`src/rtl/ifu_mem_fill.sv`:
```
// -----------------------------------------------------------------------------
// ifu_mem_fill
//
// Miss-fill engine on the memory side of ifu_cache. It queues miss line tags
// from the cache, fetches each line as BEATS sequential word reads, assembles
// the words into a line (beat 0 = least significant word), and returns the
// tag and line to the cache fill port with a one-cycle valid pulse.
//
// Ports
//   Clock                  in   rising-edge clock
//   Rst                    in   asynchronous reset, active low
//   ifu_reqTagIn           in   miss line tag from the cache
//   ifu_reqTagValidIn      in   miss tag valid (re-asserted every cycle by cache)
//   ifu_reqReadyOut        out  miss FIFO not full
//   mem_rdReqValidOut      out  word read request valid
//   mem_rdReqAddrOut       out  word byte address
//   mem_rdReqReadyIn       in   memory accepts the request
//   mem_rdRspValidIn       in   read data valid
//   mem_rdRspDataIn        in   read data
//   ifu_rspTagOut          out  tag of the filled line (held after the fill)
//   ifu_rspInsLineOut      out  assembled line (held after the fill)
//   ifu_rspInsLineValidOut out  one-cycle fill pulse
//   busyOut                out  fill in progress or misses queued
//   dbg_state              out  current FSM state (IDLE=0 REQ=1 WAIT=2 DONE=3)
//
// Handshakes: a transfer happens on a rising edge where valid and ready are
// both high. A producer holding valid keeps its payload stable until that
// edge. Read responses carry no ready; memory returns exactly one response
// per accepted request, and only one request is ever outstanding.
// -----------------------------------------------------------------------------
module ifu_mem_fill #(
   parameter int ADDR_WIDTH   = 32,
   parameter int OFFSET_WIDTH = 4,
   parameter int TAG_WIDTH    = 28,
   parameter int WORD_WIDTH   = 32,
   parameter int LINE_WIDTH   = 128,
   parameter int REQ_DEPTH    = 2
) (
   input  logic                  Clock,
   input  logic                  Rst,
   input  logic [TAG_WIDTH-1:0]  ifu_reqTagIn,
   input  logic                  ifu_reqTagValidIn,
   output logic                  ifu_reqReadyOut,
   output logic                  mem_rdReqValidOut,
   output logic [ADDR_WIDTH-1:0] mem_rdReqAddrOut,
   input  logic                  mem_rdReqReadyIn,
   input  logic                  mem_rdRspValidIn,
   input  logic [WORD_WIDTH-1:0] mem_rdRspDataIn,
   output logic [TAG_WIDTH-1:0]  ifu_rspTagOut,
   output logic [LINE_WIDTH-1:0] ifu_rspInsLineOut,
   output logic                  ifu_rspInsLineValidOut,
   output logic                  busyOut,
   output logic [1:0]            dbg_state
);

   localparam int BEATS  = LINE_WIDTH / WORD_WIDTH;
   localparam int BEAT_W = $clog2(BEATS);
   localparam int BYTE_W = OFFSET_WIDTH - BEAT_W;
   localparam int PTR_W  = $clog2(REQ_DEPTH);
   localparam int CNT_W  = PTR_W + 1;

   typedef enum logic [1:0] {
      IDLE = 2'd0,
      REQ  = 2'd1,
      WAIT = 2'd2,
      DONE = 2'd3
   } state_t;

   state_t state, state_next;

   // ---------------------------------------------------------------------------
   // Miss-tag FIFO. A per-entry valid bit lets the duplicate filter compare
   // against every live entry, including the head while its fill is running.
   // ---------------------------------------------------------------------------
   logic [TAG_WIDTH-1:0] fifo_tag [REQ_DEPTH];
   logic [REQ_DEPTH-1:0] fifo_vld;
   logic [PTR_W-1:0]     wr_ptr, rd_ptr;
   logic [CNT_W-1:0]     count;
   logic                 full, dup, push, pop;
   logic [TAG_WIDTH-1:0] head_tag;

   assign full     = (count == CNT_W'(REQ_DEPTH));
   assign head_tag = fifo_tag[rd_ptr];
   assign pop      = (state == DONE);
   // Ready comes from registered state only, so a same-cycle pop never
   // opens a slot for a push.
   assign push     = ifu_reqTagValidIn & ~full & ~dup;

   always_comb begin
      dup = 1'b0;
      for (int i = 0; i < REQ_DEPTH; i++) begin
         if (fifo_vld[i] && (fifo_tag[i] == ifu_reqTagIn)) dup = 1'b1;
      end
   end

   always_ff @(posedge Clock or negedge Rst) begin
      if (!Rst) begin
         wr_ptr   <= '0;
         rd_ptr   <= '0;
         count    <= '0;
         fifo_vld <= '0;
         for (int i = 0; i < REQ_DEPTH; i++) fifo_tag[i] <= '0;
      end else begin
         if (pop) begin
            fifo_vld[rd_ptr] <= 1'b0;
            rd_ptr           <= rd_ptr + PTR_W'(1);
         end
         if (push) begin
            fifo_tag[wr_ptr] <= ifu_reqTagIn;
            fifo_vld[wr_ptr] <= 1'b1;
            wr_ptr           <= wr_ptr + PTR_W'(1);
         end
         if (push && !pop)      count <= count + CNT_W'(1);
         else if (pop && !push) count <= count - CNT_W'(1);
      end
   end

   // ---------------------------------------------------------------------------
   // Beat counter and line assembly. asm_line collects words during a fill;
   // out_line/out_tag capture the finished fill so the outputs hold steady
   // while the next line is being assembled.
   // ---------------------------------------------------------------------------
   logic [BEAT_W-1:0]     beat;
   logic [LINE_WIDTH-1:0] asm_line;
   logic [LINE_WIDTH-1:0] out_line;
   logic [TAG_WIDTH-1:0]  out_tag;
   logic                  last_beat;

   assign last_beat = (beat == BEAT_W'(BEATS - 1));

   always_ff @(posedge Clock or negedge Rst) begin
      if (!Rst) begin
         state    <= IDLE;
         beat     <= '0;
         asm_line <= '0;
         out_line <= '0;
         out_tag  <= '0;
      end else begin
         state <= state_next;
         case (state)
            IDLE: beat <= '0;
            WAIT: begin
               // Responses outside WAIT never reach this branch, so stray
               // data cannot corrupt the line.
               if (mem_rdRspValidIn) begin
                  for (int i = 0; i < BEATS; i++) begin
                     if (beat == BEAT_W'(i))
                        asm_line[i*WORD_WIDTH +: WORD_WIDTH] <= mem_rdRspDataIn;
                  end
                  if (!last_beat) beat <= beat + BEAT_W'(1);
               end
            end
            DONE: begin
               out_line <= asm_line;
               out_tag  <= head_tag;
               beat     <= '0;
            end
            default: ;
         endcase
      end
   end

   // ---------------------------------------------------------------------------
   // Next state and outputs
   // ---------------------------------------------------------------------------
   always_comb begin
      state_next             = state;
      mem_rdReqValidOut      = 1'b0;
      mem_rdReqAddrOut       = '0;
      ifu_rspInsLineValidOut = 1'b0;
      ifu_rspTagOut          = out_tag;
      ifu_rspInsLineOut      = out_line;
      case (state)
         IDLE: begin
            if (count != '0) state_next = REQ;
         end
         REQ: begin
            mem_rdReqValidOut = 1'b1;
            mem_rdReqAddrOut  = {head_tag, beat, {BYTE_W{1'b0}}};
            if (mem_rdReqReadyIn) state_next = WAIT;
         end
         WAIT: begin
            if (mem_rdRspValidIn) state_next = last_beat ? DONE : REQ;
         end
         DONE: begin
            // The last word landed on the edge entering DONE, so asm_line is
            // complete here; show it directly rather than one cycle late.
            ifu_rspInsLineValidOut = 1'b1;
            ifu_rspTagOut          = head_tag;
            ifu_rspInsLineOut      = asm_line;
            state_next             = IDLE;
         end
         default: state_next = IDLE;
      endcase
   end

   assign ifu_reqReadyOut = ~full;
   assign busyOut         = (state != IDLE) || (count != '0);
   assign dbg_state       = state;

endmodule

```
`config.mk`:
```
export PLATFORM = sky130hd
export DESIGN_NAME = ifu_mem_fill
export DESIGN_NICKNAME = d
export VERILOG_FILES = /design/src/rtl/ifu_mem_fill.sv
export SDC_FILE = /design/constraint.sdc
export NUM_CORES = 1
export LEC_CHECK = 0
export CAP_MARGIN = 0
export CELL_PAD_IN_SITES_DETAIL_PLACEMENT = 1
export CELL_PAD_IN_SITES_GLOBAL_PLACEMENT = 2
export CORE_MARGIN = 2
export CORE_UTILIZATION = 29
export DETAILED_ROUTE_END_ITERATION = 7
export GPL_TIMING_DRIVEN = 0
export MAX_ROUTING_LAYER = met4
export PLACE_DENSITY_LB_ADDON = 0.1
export SLEW_MARGIN = 40
export SYNTH_ARGS = -nofsm -noshare
export SYNTH_HDL_FRONTEND = slang
export SYNTH_SLANG_ARGS = --single-unit
export TNS_END_PERCENT = 20
```
`constraint.sdc`:
```
create_clock -name Clock -period 3.4 [get_ports Clock]
set_input_delay 0.34 -clock Clock [delete_from_list [all_inputs] [get_ports Clock]]
set_output_delay 0.34 -clock Clock [all_outputs]
set_load 0.05 [all_outputs]
```
==> impl_results.md <==
* Yosys warns at 0
* Max VDD drop at 0.509 mV
* Final min period at 3.21 ns
* Post-Syn Area per Cell at 15.0 um^2
* Xor/xnor cell area share of the yosys netlist at 3.74%
* Synth Area in Simple Gates at 3.66%
* Type of the worst setup path: flip-flop to output port
* Post-Synth Adder-Cell Area at 0.876%
* DR vias/cell at 4.42
* Crit Path Max Fanout at 10
* Tot Pwr at 21.1 mW
* Initial core utilization at 29.3%
* Multi-input gate area at 5260 um^2
* Outcome: finished, final reports clean
* Setup WS pre-CTS at -0.692 ns
* FMAX at 0.312 GHz
* Synth top area share at 61.3%
* Antenna Nets Post-Route at 0
* Vias in the first global route at 9505
* Min-delay worst type: input pin to async pin
* 1st-iter DRT viols at 276
* Final Cycle Share at 94.4%
* Slew Viols, Final at 0
* Synth Flop Type: dfrtp_1
* Cell family with most CP delay: buffers and inverters
* Boundary Pins at 259
* Synth unique cells at 31
* CTS tree: done
* Most area-consuming cells after synthesis: dfrtp_1, mux2_2, xnor2_1, mux2i_1, mux2_4
* Total routed wirelength at 40.5 mm
* Endpoints failing setup at 0
* Worst flop-to-flop path endpoint: asm_line[57]
* Setup TNS at 0 ns
* WL met3 at 2.56 mm
* Final global-route overflow total at 0
* Maximum root-to-sink buffer count at 3
* Cell Pwr Density at 1110 nW/um^2
* Global-route wire length before repair at 60.9 mm
* CTS Buf Count at 42
* Sequential fraction of the synthesis area at 61.3%
* Standard-cell rows at 81
* Max-slew headroom at 44.8%
* Min Hold Slack at 0.258 ns
* Seq cells post-synth at 350
* Filler cells at 5025
* CP Capture Type: output port
* Reg2Reg Setup Slack at 0.97 ns
* Clock Tree Root: clkbuf_16
* Total core area at 48700 um^2
* DR top layer: met4
* Max Cap Viol at 0
* Post-synthesis mux area share at 27.0%
* CTS Sinks at 350
* Asr flop ratio synth at 100%
* Share of cells above drive strength 1 at 34.0%
* CP peak stage delay at 0.82 ns
* Skew-Pair Late Insertion Delay at 0.56 ns
* R2r startpoint: dbg_state[0]
* Worst slew pin tran at 0.828 ns
* Initial antenna violation count at 3
* Area leader, netlist: dfrtp_1
* GP Congestion at 0.735
* Syn Inst Count at 955
* Met2 Wirelength at 18.9 mm
* Largest net degree at the start of global routing at 72
* Static Leak at 9.00 nW
* CP max-delay cell: clkdlybuf4s50_1
* Die span in y at 226 um
* CP Buf/Inv Count at 3
* Die X at 226 um
* Fin cells at 1957
* Endpoints failing hold at 0
* Largest family of logic cells by synthesized area: multiplexers
* Sequential Area at 8760 um^2
* Inst Count DP at 1881
* # DRC at 0
* Setup ws final at 0.191 ns
* Worst setup SP type: flip-flop
* Unrepaired setup endpoints after global routing: no
* Crit-path cells: inv_1 -> ha_1 -> clkbuf_2 -> nor2b_1 -> clkdlybuf4s50_1
* Total track usage at 16.7%
* Compound-cell area share of the yosys netlist at 1.44%
* Synthesized area at 14300 um^2
* Total Die Area at 51100 um^2
* Via count at 8648
* Clock transition at the registers of the reported paths at 0.06 ns
* CTS H-Tree Depth at 2
* Final HPWL DP at 28.4 mm
* EDFF count, synth at 0
* R2r worst-path depth at 6
* Layout Nets at 1336
* Arrival time worst endpoint at 2.87 ns
* Drt wl/cell at 20.7 um
* First-pass DRT Iterations at 4
* Crit path required time at 3.06 ns
* # port buffers at 256
* Clk_skew at 0.0157 ns
* Met1 wire length at 18.3 mm
* Synthesis-to-finish area growth at 33.6%
-- area by class of cell --
type                            count  share of cell area (%)
Timing Repair Buffer              262                    13.5
Antenna cell                        3                  0.0393
Buffer                             48                    1.77
Sequential cell                   350                    45.9
Multi-Input combinational cell    549                    27.6
Clock inverter                      9                   0.334
Inverter                            8                   0.157
Clock buffer                       64                    6.41
Tap cell                          664                    4.35
-- worst max-delay path by stage --
stage	startpoint	end	slack, ns	depth (start not counted)
floorplan	dbg_state[1]	ifu_rspTagOut[25]	0.03	6
global placement	Rst	out_line[17]	-14.44	1
detailed placement	dbg_state[0]	ifu_rspTagOut[26]	-0.69	7
CTS	rd_ptr	mem_rdReqAddrOut[27]	0.002	5
global route	dbg_state[1]	ifu_rspInsLineOut[3]	0.001	4
finish	dbg_state[1]	mem_rdReqAddrOut[23]	0.19	5
-- cell usage in the layout (no fill, tap or decap), drive strengths merged --
master	instances
conb	2
nand2	10
a41oi	1
clkdlybuf4s18	1
nand3	6
nor2b	28
mux2i	28
nor4	4
nor2	30
and3	1
and2	2
clkbuf	105
a22oi	1
inv	10
ha	10
xor2	4
nand4	13
mux2	312
nand2b	2
clkinv	7
xnor2	57
a21oi	30
diode	3
nand4b	2
dlymetal6s2s	4
o21ai	5
dlygate4sd2	94
dfrtp	350
o32a	1
buf	21
clkdlybuf4s50	142
clkdlybuf4s15	6
dlygate4sd3	1
-- power breakdown --
group | total, mW | internal [mW] | switching (mW)
sequential | 6.39 | 5.67 | 0.723
combinational | 10.5 | 3.69 | 6.78
clock | 4.25 | 2.48 | 1.77
-- routing by layer --
layer / GRT usage, % / vias up
met2: 25.5 / 177
met1: 21.5 / 4475
met4: 5.36 / 0
li1: - / 3941
met5: - / -
met3: 4.40 / 55
-- through the flow --
stage	util (%)	area (um^2)
final	39.2	19100
after global routing	39.2	19100
after CTS	39.2	19100
after detailed placement	36.6	17800
after global placement	36.3	17700
after floorplan	-	14300
-- sequential cells by signal, summed over array words and instances, names as in the netlist --
register	flops
fifo_vld	2
wr_ptr	1
dbg_state	2
fifo_tag	56
out_line	128
beat	2
count	2
out_tag	28
asm_line	128
rd_ptr	1
-- timing repair --
action                                 in CTS  in global routing
resized for setup                         154                 29
endpoints found under the hold margin      75                  0
gates cloned                                0                  0
setup endpoints to repair                 163                164
setup buffers                               0                  0
hold buffers                                1                  0
-- logic make-up (layout without fill, tap and decap cells) --
| family | after synthesis | after routing |
|---|---|---|
| AOI/OAI and AO/OA | 38 | 38 |
| xor gates and xnor gates | 61 | 61 |
| adders and majority gates | 10 | 10 |
| buffers and inverters | 57 | 391 |
| DFF | 350 | 350 |
| muxes | 340 | 340 |
| other | 1 | 5 |
| and+or+nand+nor | 98 | 98 |
-- cell usage after synthesis, drive strengths merged, types with 2 or more instances --
| cell type | number |
|---|---|
| clkbuf | 30 |
| nand2 | 10 |
| nand3 | 6 |
| o21ai | 5 |
| mux2 | 312 |
| buf | 19 |
| nor2b | 28 |
| xnor2 | 57 |
| mux2i | 28 |
| xor2 | 4 |
| nor4 | 4 |
| and2 | 2 |
| nand4b | 2 |
| dfrtp | 350 |
| inv | 8 |
| nor2 | 30 |
| nand2b | 2 |
| a21oi | 30 |
| nand4 | 13 |
| ha | 10 |
Note: power is estimated with default switching activity, not from simulation.
